<file path="src/rtl/uc_multiciclo_fsm_pkg.sv">
// uc_pkg: shared constants for the multicycle control sequencer.
//   - RV32I-subset opcode / funct constants
//   - state_t: sequencer states
//   - ULAControl codes and mux-select encodings for ResultSrc, ULASrcA, ULASrcB, ImmSrc
//   - trap cause codes
package uc_pkg;

  // Opcodes of the supported instruction subset
  localparam logic [6:0] OP_LOAD   = 7'b0000011;
  localparam logic [6:0] OP_STORE  = 7'b0100011;
  localparam logic [6:0] OP_RTYPE  = 7'b0110011;
  localparam logic [6:0] OP_ITYPE  = 7'b0010011;
  localparam logic [6:0] OP_BRANCH = 7'b1100011;

  localparam logic [2:0] F3_ADD_SUB = 3'b000;
  localparam logic [2:0] F3_SLT     = 3'b010;
  localparam logic [2:0] F3_OR      = 3'b110;
  localparam logic [2:0] F3_AND     = 3'b111;
  localparam logic [2:0] F3_BEQ     = 3'b000;

  localparam logic [6:0] F7_BASE = 7'b0000000;
  localparam logic [6:0] F7_SUB  = 7'b0100000;

  typedef enum logic [3:0] {
    ST_FETCH    = 4'd0,
    ST_DECODE   = 4'd1,
    ST_MEMADR   = 4'd2,
    ST_MEMREAD  = 4'd3,
    ST_MEMWB    = 4'd4,
    ST_MEMWRITE = 4'd5,
    ST_EXEC_R   = 4'd6,
    ST_EXEC_I   = 4'd7,
    ST_ALUWB    = 4'd8,
    ST_BEQ      = 4'd9,
    ST_TRAP     = 4'd10
  } state_t;

  // ULA operations
  localparam logic [2:0] ULA_ADD = 3'b000;
  localparam logic [2:0] ULA_SUB = 3'b001;
  localparam logic [2:0] ULA_AND = 3'b010;
  localparam logic [2:0] ULA_OR  = 3'b011;
  localparam logic [2:0] ULA_SLT = 3'b101;

  // Result mux
  localparam logic [1:0] RES_ULAOUT    = 2'b00;
  localparam logic [1:0] RES_MEMDATA   = 2'b01;
  localparam logic [1:0] RES_ULARESULT = 2'b10;

  // ULA A mux
  localparam logic [1:0] SRCA_PC    = 2'b00;
  localparam logic [1:0] SRCA_OLDPC = 2'b01;
  localparam logic [1:0] SRCA_RS1   = 2'b10;

  // ULA B mux
  localparam logic [1:0] SRCB_RS2  = 2'b00;
  localparam logic [1:0] SRCB_IMM  = 2'b01;
  localparam logic [1:0] SRCB_FOUR = 2'b10;

  // Immediate format
  localparam logic [1:0] IMM_I = 2'b00;
  localparam logic [1:0] IMM_S = 2'b01;
  localparam logic [1:0] IMM_B = 2'b10;

  // Trap causes
  localparam logic [1:0] CAUSE_NONE        = 2'b00;
  localparam logic [1:0] CAUSE_ILLEGAL     = 2'b01;
  localparam logic [1:0] CAUSE_MEM_TIMEOUT = 2'b10;

endpackage

</file>
<file path="src/rtl/uc_multiciclo_fsm_ula_dec.sv">
// uc_ula_dec: combinational ALU decode for R-type and I-type arithmetic.
//   op, funct3, funct7 : instruction fields
//   ula_control        : ULA operation code
//   illegal            : funct3/funct7 combination not in the supported subset
// For opcodes other than R/I arithmetic the outputs are add / not-illegal;
// opcode legality is judged by the sequencer itself.
module uc_ula_dec
  import uc_pkg::*;
(
  input  logic [6:0] op,
  input  logic [2:0] funct3,
  input  logic [6:0] funct7,
  output logic [2:0] ula_control,
  output logic       illegal
);

  logic is_r;
  logic is_i;

  assign is_r = (op == OP_RTYPE);
  assign is_i = (op == OP_ITYPE);

  always_comb begin
    ula_control = ULA_ADD;
    illegal     = 1'b0;
    if (is_r || is_i) begin
      case (funct3)
        F3_ADD_SUB: begin
          // I-type funct7 bits are immediate bits, so only R-type looks at them
          if (is_r && funct7 == F7_SUB) begin
            ula_control = ULA_SUB;
          end else if (is_r && funct7 != F7_BASE) begin
            illegal = 1'b1;
          end
        end
        F3_OR: begin
          ula_control = ULA_OR;
          illegal     = is_r && (funct7 != F7_BASE);
        end
        F3_AND: begin
          ula_control = ULA_AND;
          illegal     = is_r && (funct7 != F7_BASE);
        end
        F3_SLT: begin
          ula_control = ULA_SLT;
          illegal     = is_r && (funct7 != F7_BASE);
        end
        default: begin
          illegal = 1'b1;
        end
      endcase
    end
  end

endmodule

</file>
<file path="src/rtl/uc_multiciclo_fsm.sv">
// uc_multiciclo_fsm: multicycle control sequencer for an RV32I-subset datapath
// (add/sub/and/or/slt, addi/andi/ori/slti, lw, sw, beq) sharing one ULA and
// one instruction/data memory.
// Ports:
//   clk, rst_n (sync, active-low)
//   OP, Funct3, Funct7 : instruction register fields
//   Zero               : ULA zero flag (beq)
//   Mem_ready          : memory read data valid / write accepted
//   PCWrite, IRWrite, AdrSrc, MemRead, MemWrite, RegWrite : datapath enables
//   ResultSrc, ULASrcA, ULASrcB, ImmSrc, ULAControl      : datapath selects
//   Trap, Trap_cause   : sticky error flag and its cause
//   Instr_ret          : retired-instruction counter (wraps)
module uc_multiciclo_fsm
  import uc_pkg::*;
#(
  parameter int CNT_W        = 32,
  parameter int MEM_WAIT_MAX = 15
) (
  input  logic             clk,
  input  logic             rst_n,
  input  logic [6:0]       OP,
  input  logic [2:0]       Funct3,
  input  logic [6:0]       Funct7,
  input  logic             Zero,
  input  logic             Mem_ready,
  output logic             PCWrite,
  output logic             IRWrite,
  output logic             AdrSrc,
  output logic             MemRead,
  output logic             MemWrite,
  output logic             RegWrite,
  output logic [1:0]       ResultSrc,
  output logic [1:0]       ULASrcA,
  output logic [1:0]       ULASrcB,
  output logic [1:0]       ImmSrc,
  output logic [2:0]       ULAControl,
  output logic             Trap,
  output logic [1:0]       Trap_cause,
  output logic [CNT_W-1:0] Instr_ret
);

  // State encodings as plain vectors so the state register stays a bare logic
  localparam logic [3:0] S_FETCH    = 4'(ST_FETCH);
  localparam logic [3:0] S_DECODE   = 4'(ST_DECODE);
  localparam logic [3:0] S_MEMADR   = 4'(ST_MEMADR);
  localparam logic [3:0] S_MEMREAD  = 4'(ST_MEMREAD);
  localparam logic [3:0] S_MEMWB    = 4'(ST_MEMWB);
  localparam logic [3:0] S_MEMWRITE = 4'(ST_MEMWRITE);
  localparam logic [3:0] S_EXEC_R   = 4'(ST_EXEC_R);
  localparam logic [3:0] S_EXEC_I   = 4'(ST_EXEC_I);
  localparam logic [3:0] S_ALUWB    = 4'(ST_ALUWB);
  localparam logic [3:0] S_BEQ      = 4'(ST_BEQ);
  localparam logic [3:0] S_TRAP     = 4'(ST_TRAP);

  localparam int              WAIT_W     = $clog2(MEM_WAIT_MAX + 1);
  localparam logic [WAIT_W-1:0] WAIT_LIMIT = WAIT_W'(MEM_WAIT_MAX);

  logic [3:0]        state_q, state_d;
  logic [WAIT_W-1:0] wait_q, wait_d;
  logic [1:0]        cause_q, cause_d;
  logic [CNT_W-1:0]  instr_ret_q, instr_ret_d;
  logic              retire;
  logic              mem_wait_state;
  logic              mem_timeout;

  logic [2:0] dec_ula_control;
  logic       dec_illegal;

  // Internal controls before reset gating
  logic       pc_write, ir_write, adr_src, mem_read, mem_write, reg_write;
  logic [1:0] result_src, ula_src_a, ula_src_b, imm_src;
  logic [2:0] ula_control;

  uc_ula_dec u_ula_dec (
    .op          (OP),
    .funct3      (Funct3),
    .funct7      (Funct7),
    .ula_control (dec_ula_control),
    .illegal     (dec_illegal)
  );

  // Timeout fires only once the counter has already reached the limit and the
  // memory is still not ready; a ready in that cycle takes priority.
  assign mem_timeout = (wait_q == WAIT_LIMIT) && !Mem_ready;

  // Next-state, trap cause and retire
  always_comb begin
    state_d        = state_q;
    cause_d        = cause_q;
    retire         = 1'b0;
    mem_wait_state = 1'b0;

    case (state_q)
      S_FETCH: begin
        mem_wait_state = 1'b1;
        if (Mem_ready) begin
          state_d = S_DECODE;
        end else if (mem_timeout) begin
          state_d = S_TRAP;
          cause_d = CAUSE_MEM_TIMEOUT;
        end
      end
      S_DECODE: begin
        case (OP)
          OP_LOAD, OP_STORE: state_d = S_MEMADR;
          OP_RTYPE:          state_d = dec_illegal ? S_TRAP : S_EXEC_R;
          OP_ITYPE:          state_d = dec_illegal ? S_TRAP : S_EXEC_I;
          OP_BRANCH:         state_d = (Funct3 == F3_BEQ) ? S_BEQ : S_TRAP;
          default:           state_d = S_TRAP;
        endcase
        if (state_d == S_TRAP) begin
          cause_d = CAUSE_ILLEGAL;
        end
      end
      S_MEMADR: begin
        state_d = (OP == OP_LOAD) ? S_MEMREAD : S_MEMWRITE;
      end
      S_MEMREAD: begin
        mem_wait_state = 1'b1;
        if (Mem_ready) begin
          state_d = S_MEMWB;
        end else if (mem_timeout) begin
          state_d = S_TRAP;
          cause_d = CAUSE_MEM_TIMEOUT;
        end
      end
      S_MEMWB: begin
        retire  = 1'b1;
        state_d = S_FETCH;
      end
      S_MEMWRITE: begin
        mem_wait_state = 1'b1;
        if (Mem_ready) begin
          retire  = 1'b1;
          state_d = S_FETCH;
        end else if (mem_timeout) begin
          state_d = S_TRAP;
          cause_d = CAUSE_MEM_TIMEOUT;
        end
      end
      S_EXEC_R, S_EXEC_I: begin
        // IR is stable since DECODE, so this only guards against a corrupted IR
        if (dec_illegal) begin
          state_d = S_TRAP;
          cause_d = CAUSE_ILLEGAL;
        end else begin
          state_d = S_ALUWB;
        end
      end
      S_ALUWB: begin
        retire  = 1'b1;
        state_d = S_FETCH;
      end
      S_BEQ: begin
        retire  = 1'b1;
        state_d = S_FETCH;
      end
      S_TRAP: begin
        state_d = S_TRAP;
      end
      default: begin
        state_d = S_FETCH;
      end
    endcase

    // Wait counter restarts on every state change
    if (state_d != state_q) begin
      wait_d = '0;
    end else if (mem_wait_state && !Mem_ready) begin
      wait_d = wait_q + 1'b1;
    end else begin
      wait_d = wait_q;
    end

    instr_ret_d = instr_ret_q + CNT_W'(retire);
  end

  // Moore control decode (FETCH and BEQ also look at Mem_ready / Zero)
  always_comb begin
    pc_write    = 1'b0;
    ir_write    = 1'b0;
    adr_src     = 1'b0;
    mem_read    = 1'b0;
    mem_write   = 1'b0;
    reg_write   = 1'b0;
    result_src  = RES_ULAOUT;
    ula_src_a   = SRCA_PC;
    ula_src_b   = SRCB_RS2;
    imm_src     = IMM_I;
    ula_control = ULA_ADD;

    case (state_q)
      S_FETCH: begin
        mem_read    = 1'b1;
        adr_src     = 1'b0;
        ula_src_a   = SRCA_PC;
        ula_src_b   = SRCB_FOUR;
        ula_control = ULA_ADD;
        result_src  = RES_ULARESULT;
        ir_write    = Mem_ready;
        pc_write    = Mem_ready;
      end
      S_DECODE: begin
        // Branch target computed speculatively into ULAOut
        ula_src_a   = SRCA_OLDPC;
        ula_src_b   = SRCB_IMM;
        imm_src     = IMM_B;
        ula_control = ULA_ADD;
      end
      S_MEMADR: begin
        ula_src_a   = SRCA_RS1;
        ula_src_b   = SRCB_IMM;
        imm_src     = (OP == OP_STORE) ? IMM_S : IMM_I;
        ula_control = ULA_ADD;
      end
      S_MEMREAD: begin
        adr_src  = 1'b1;
        mem_read = 1'b1;
      end
      S_MEMWB: begin
        result_src = RES_MEMDATA;
        reg_write  = 1'b1;
      end
      S_MEMWRITE: begin
        adr_src   = 1'b1;
        mem_write = 1'b1;
      end
      S_EXEC_R: begin
        ula_src_a   = SRCA_RS1;
        ula_src_b   = SRCB_RS2;
        ula_control = dec_ula_control;
      end
      S_EXEC_I: begin
        ula_src_a   = SRCA_RS1;
        ula_src_b   = SRCB_IMM;
        imm_src     = IMM_I;
        ula_control = dec_ula_control;
      end
      S_ALUWB: begin
        result_src = RES_ULAOUT;
        reg_write  = 1'b1;
      end
      S_BEQ: begin
        ula_src_a   = SRCA_RS1;
        ula_src_b   = SRCB_RS2;
        ula_control = ULA_SUB;
        result_src  = RES_ULAOUT;
        pc_write    = Zero;
      end
      default: begin
        // TRAP and unused encodings keep every control at its default
      end
    endcase
  end

  always_ff @(posedge clk) begin
    if (!rst_n) begin
      state_q     <= S_FETCH;
      wait_q      <= '0;
      cause_q     <= CAUSE_NONE;
      instr_ret_q <= '0;
    end else begin
      state_q     <= state_d;
      wait_q      <= wait_d;
      cause_q     <= cause_d;
      instr_ret_q <= instr_ret_d;
    end
  end

  // While reset is asserted nothing may be enabled, even if the state register
  // still holds a mid-instruction state.
  assign PCWrite    = rst_n & pc_write;
  assign IRWrite    = rst_n & ir_write;
  assign AdrSrc     = rst_n & adr_src;
  assign MemRead    = rst_n & mem_read;
  assign MemWrite   = rst_n & mem_write;
  assign RegWrite   = rst_n & reg_write;
  assign ResultSrc  = rst_n ? result_src  : 2'b00;
  assign ULASrcA    = rst_n ? ula_src_a   : 2'b00;
  assign ULASrcB    = rst_n ? ula_src_b   : 2'b00;
  assign ImmSrc     = rst_n ? imm_src     : 2'b00;
  assign ULAControl = rst_n ? ula_control : 3'b000;

  assign Trap       = (state_q == S_TRAP);
  assign Trap_cause = cause_q;
  assign Instr_ret  = instr_ret_q;

endmodule

</file>
<file path="config.mk">
export PLATFORM = sky130hd
export DESIGN_NAME = uc_multiciclo_fsm
export DESIGN_NICKNAME = d
export VERILOG_FILES = /design/src/rtl/uc_multiciclo_fsm_pkg.sv /design/src/rtl/uc_multiciclo_fsm_ula_dec.sv /design/src/rtl/uc_multiciclo_fsm.sv
export SDC_FILE = /design/constraint.sdc
export NUM_CORES = 1
export LEC_CHECK = 0
export ABC_AREA = 0
export BUFFER_PORTS_ARGS = -buffer_cell sky130_fd_sc_hd__buf_2
export CAP_MARGIN = 20
export CORE_UTILIZATION = 41
export DETAILED_ROUTE_END_ITERATION = 6
export PLACE_DENSITY = 0.65
export SYNTH_ARGS = -nofsm -noshare
export SYNTH_HDL_FRONTEND = slang
export SYNTH_HIERARCHICAL = 1
export SYNTH_SLANG_ARGS = --single-unit
</file>
<file path="constraint.sdc">
create_clock -name clk -period 2.7 [get_ports clk]
set_input_delay 0.405 -clock clk [delete_from_list [all_inputs] [get_ports clk]]
set_output_delay 0.405 -clock clk [all_outputs]
set_load 0.005 [all_outputs]
</file>
==> run summary, run 1 <==
Status = completed
Grt met2 use = 33.9%
Syn nets = 333
DRT antenna net count = 0
DR vias/cell = 5.68
Gate Count Post-Synth = 309
Clock tree from TritonCTS = built
Number of core rows = 28
Initial Util = 43.3%
Pwr dens = 442 nW/um^2
CTS resizes = 0
DP Wirelength = 4880 um
Final Max Tran Viols = 0
CTS buffer count = 5
Worst EP required = 2.86 ns
Share of flip-flops with an asynchronous set or reset = 0%
VDD IR max = 212 uV
Final setup vio count = 0
First-pass GRT wire length = 10,600 um
Pleak = 1.42 nW
Clk_lat worst skew = 0.29 ns
Min Clock Period, post-route = 2.46 ns
Max cap viols = 0
CTS root buf = clkbuf_8
Die Ht = 81.8 um
# IOs = 73
Mean area per synthesized cell = 8.44 sq um
Worst-path fanout max = 8
WL per Instance = 14.3 um
Critical Path Source Type = flop
RePlAce Congestion = 0.884
GRT busiest layer = met2
Crit path max-delay family = simple AND/OR/NAND/NOR gates
DR iter-0 viols = 153
Initial antenna violation count = 0
Critical path cell sequence = buf_4, nand2b_1, a21oi_1, ha_1, ha_1, nand3_1, nor3_4, nand2_1, o311ai_0, o41ai_1
Clock transition at path regs = 0.08 ns
Fmax = 407 MHz
Met3 Use GR = 3.00%
CP Buf/Inv Count = 1
Most common cell in the netlist = dfxtp_1
Post-synth top area cell = dfxtp_1
N_diodes = 0
Crit path max-delay cell type = o311ai_0
Ranking of synthesized cells by area = dfxtp_1 (32%), xor2_1 (6.0%), nor2_1 (4.8%)
Setup TNS = 0 ns
Port bufs = 72
Final wirelength = 6560 um
Gr usage total = 20.4%
Most used cell, CP = ha_1
Critical path's largest stage delay = 0.33 ns
CTS max path bufs = 2
Die extent in x = 81.8 um
Hold Path Class = input pin to flop
Clk_skew = 0.00916 ns
Length of the first detailed-routing pass in iterations = 5
Most frequent cells after synthesis = dfxtp_1 (42), nor2_1 (33), nand2_1 (23)
Number of global-route vias before repair = 2,346
CTS sink count = 42
Largest net degree at the start of global routing = 29
Final Net Count = 406
RSZ-0062 raised after global routing = no
Met1 Use GR = 26.3%
Part of the Yosys area used for sequential elements = 32.2%
CTS H-tree lvls = 2
Number of buffers added for setup after CTS = 0
# DRC = 0
Yosys top cell area share = 32.2%
Synth warn = 6
Core Region = 6030 sq um
Hold_ws = 0.461 ns
Post-synthesis cell type count = 69
Layout cells sized above 1 = 29.2%
Hold Vio Cnt, Final = 0
Slew HR = 67.9%
Critical path class = flop to flop
CTS Hold Bufs = 0
Die area = 6680 sq um
Capturing element type of the critical path = flop
Routed vias = 2,603
Layout area overhead = 20.9%
Crit path DAT = 2.62 ns
Ys flop type = dfxtp_1
GR Overflow Total = 0
Worst slew pin tran = 0.478 ns
Register bit total from synthesis = 42
Post-synth EDFFs = 0
Mapped cell area = 2610 sq um
Final period utilization = 91.1%
Power Total = 1.39 mW
worst paths after layout:
path                    to          start  slack (ns)  cells past startpoint
max reg2reg  Instr_ret[28]     state_q[2]        0.24                     10
min           Instr_ret[9]          rst_n        0.46                      2
max          Instr_ret[28]     state_q[2]        0.24                     10
min reg2reg  Trap_cause[1]  Trap_cause[1]        0.48                      2
cell type report:
cell class	instances	area, sq um
inverters	10	37.5
fillers	601	2870
well taps	75	93.8
clock buffers	6	72.6
flip-flops and latches	42	841
multi-input cells	243	1650
clock inverters	2	37.5
repair buffers	80	420
placed cells by master, fill, tap and decap left out, drive strengths merged, types with 6 or more instances in the layout:
cell type	count
nand2b	7
inv	9
xor2	18
buf	80
and2	8
a21oi	15
xnor2	6
clkbuf	6
nor2	34
nor4	8
and3	11
nand3	15
nand4	10
dfxtp	42
o21ai	8
nand2	24
nor3	9
per-stage QoR:
stage | setup slack, ns | cell area [sq um] | instances | util, %
floorplan | 0.343 | 2610 | 309 | -
CTS | 0.233 | 3150 | 458 | 52.3
detailed placement | 0.239 | 3040 | 450 | 50.5
global route | 0.00942 | 3150 | 458 | 52.3
finish | 0.241 | 3150 | 458 | 52.3
global placement | 0.271 | 3040 | 450 | 50.5
flip-flops by register name, indices dropped and copies added, names as in the netlist:
register and flops:
state_q 4, Instr_ret 32, Trap_cause 2, wait_q 4
kinds of logic after synthesis:
kind of cell / after synthesis / share of synthesized area, %
muxes: 1 / 0.432
xor gates and xnor gates: 24 / 8.06
adders and majority gates: 3 / 1.44
DFF: 42 / 32.2
and+or+nand+nor: 156 / 36.5
buffers and inverters: 24 / 4.46
AOI/OAI and AO/OA: 59 / 16.9
power by group:
part,internal (mW),switching (mW),total [mW]
combinational,0.105,0.153,0.258
sequential,0.631,0.00874,0.639
clock,0.276,0.220,0.496
layer usage:
layer	up-vias	routed length, um
li1	1282	-
met1	1208	3080
met2	102	3060
met3	11	339
met4	0	84
met5	-	0
(Power assumes the default switching activity.)
==> inputs of run 2 (changes only) <==
--- a/config.mk
+++ b/config.mk
@@ -11,6 +11,7 @@
 export CORE_UTILIZATION = 41
 export DETAILED_ROUTE_END_ITERATION = 6
 export PLACE_DENSITY = 0.65
+export REMOVE_ABC_BUFFERS = 1
 export SYNTH_ARGS = -nofsm -noshare
 export SYNTH_HDL_FRONTEND = slang
 export SYNTH_HIERARCHICAL = 1
==> run summary, run 2 (synthesis results as in run 1) <==
Critical Path Source Type = flop
Worst slew pin tran = 0.437 ns
Combinational Power Share = 16.7%
Hold Vio Cnt, Final = 0
CTS root buf = clkbuf_8
CTS max path bufs = 2
DR iter-0 viols = 101
CTS H-tree lvls = 2
Clk_skew = 0.00725 ns
VDD IR max = 255 uV
Clk_lat worst skew = 0.29 ns
Length of the first detailed-routing pass in iterations = 4
RePlAce Congestion = 0.863
Status = completed
Switching part of the total = 24.7%
Clock share of power = 40.7%
Hold Path Class = flop to flop
Worst EP required = 2.89 ns
Layout area overhead = 22.2%
Fin area = 3190 sq um
DRT antenna net count = 0
First-pass GRT wire length = 10,100 um
Pleak = 1.44 nW
Die area = 6680 sq um
Routed vias = 2,548
P_int = 1.13 mW
Placement Cell Area = 3040 sq um
Core Region = 6030 sq um
Final wirelength = 6240 um
# IOs = 73
Initial antenna violation count = 0
Max reg flops = 32
Final Net Count = 406
Die Ht = 81.8 um
Capturing element type of the critical path = flop
Power Total = 1.50 mW
Fmax = 416 MHz
Final period utilization = 89.0%
N_diodes = 0
Min Clock Period, post-route = 2.40 ns
Layout cells sized above 1 = 29.5%
DP Wirelength = 4580 um
Worst-path fanout max = 6
Initial Util = 43.3%
RSZ-0062 raised after global routing = no
Flop pwr share = 42.7%
CTS buffer count = 5
NetSw = 0.370 mW
Largest net degree at the start of global routing = 29
Number of global-route vias before repair = 2,187
GR Overflow Total = 0
Commonest non-fill, non-tap cell in the layout = buf_2
Final setup vio count = 0
R2R Setup Slk = 0.30 ns
WL per Instance = 13.6 um
Final Max Tran Viols = 0
# DRC = 0
Commonest non-fill, non-tap cells in the layout = buf_2 (72), dfxtp_1 (42), nor2_1 (33)
Clock tree from TritonCTS = built
Critical path class = flop to flop
Clock transition at path regs = 0.08 ns
Number of core rows = 28
Die extent in x = 81.8 um
Slew HR = 70.7%
CTS sink count = 42
DR vias/cell = 5.56
Gr usage total = 19.2%
Port bufs = 72
Pwr dens = 471 nW/um^2
Crit path DAT = 2.59 ns
Setup TNS = 0 ns
Max cap viols = 0
==> run 2: cell count changes in the layout (fill, tap and decap cells not counted), sizes merged <==
cell      previous run  this run
bufinv               1         2
clkinvlp             1         0
==> run 2: repair_timing <==
action / CTS / global route
buffers inserted: 0 / 1
hold buffers: 0 / 0
resized for setup: 0 / 2
setup endpoints to repair: 0 / 3
==> run 2: area by class of cell <==
type	count	area, sq um
clock inverter	2	60.1
clock buffer	6	82.6
inverter	10	37.5
fill	586	2840
tap	75	93.8
timing repair buffer	80	420
multi-input combinational	243	1650
sequential	42	841
==> run 2: per-layer routing <==
layer / track usage [%] / up-vias / share of wire (%)
li1: - / 1281 / -
met2: 33.1 / 73 / 47
met1: 24.0 / 1192 / 48
met5: 0 / - / 0
met4: 5.26 / 0 / 0.29
met3: 4.22 / 2 / 5.0
==> run 2: critical path, stage by stage (launching register included) <==
cell,delay (ns)
dfxtp_1,0.37
nor2b_1,0.23
o21ai_0,0.12
a21oi_1,0.17
ha_1,0.21
and4_1,0.33
nor3b_2,0.41
nand4_1,0.17
xnor2_1,0.14
and2_1,0.14
==> run 2: worst paths after layout <==
path                       from             to  cells past startpoint
setup / recovery     state_q[2]  Instr_ret[13]                      9
hold / removal    Trap_cause[1]  Trap_cause[1]                      2
setup reg to reg     state_q[2]  Instr_ret[13]                      9
hold reg to reg   Trap_cause[1]  Trap_cause[1]                      2
==> run 2: power by group through the flow <==
stage	registers [mW]	clock network [mW]	logic, mW
3_5_place_dp	0.654	0	0.247
2_1_floorplan	0.666	0	0.142
6_report	0.640	0.609	0.250
3_3_place_gp	0.654	0	0.248
4_1_cts	0.640	0.627	0.249
5_1_grt	0.641	0.652	0.274
==> run 2: through the flow <==
| stage | std cells | utilization [%] | hold slack, ns | setup WS [ns] |
|---|---|---|---|---|
| after floorplan | 295 | - | 0.463 | 0.195 |
| after global placement | 449 | 50.4 | 0.463 | 0.274 |
| after detailed placement | 449 | 50.4 | 0.471 | 0.241 |
| after CTS | 457 | 52.7 | 0.483 | 0.202 |
| after global routing | 458 | 52.9 | 0.503 | 0.0313 |
| final | 458 | 52.9 | 0.478 | 0.298 |
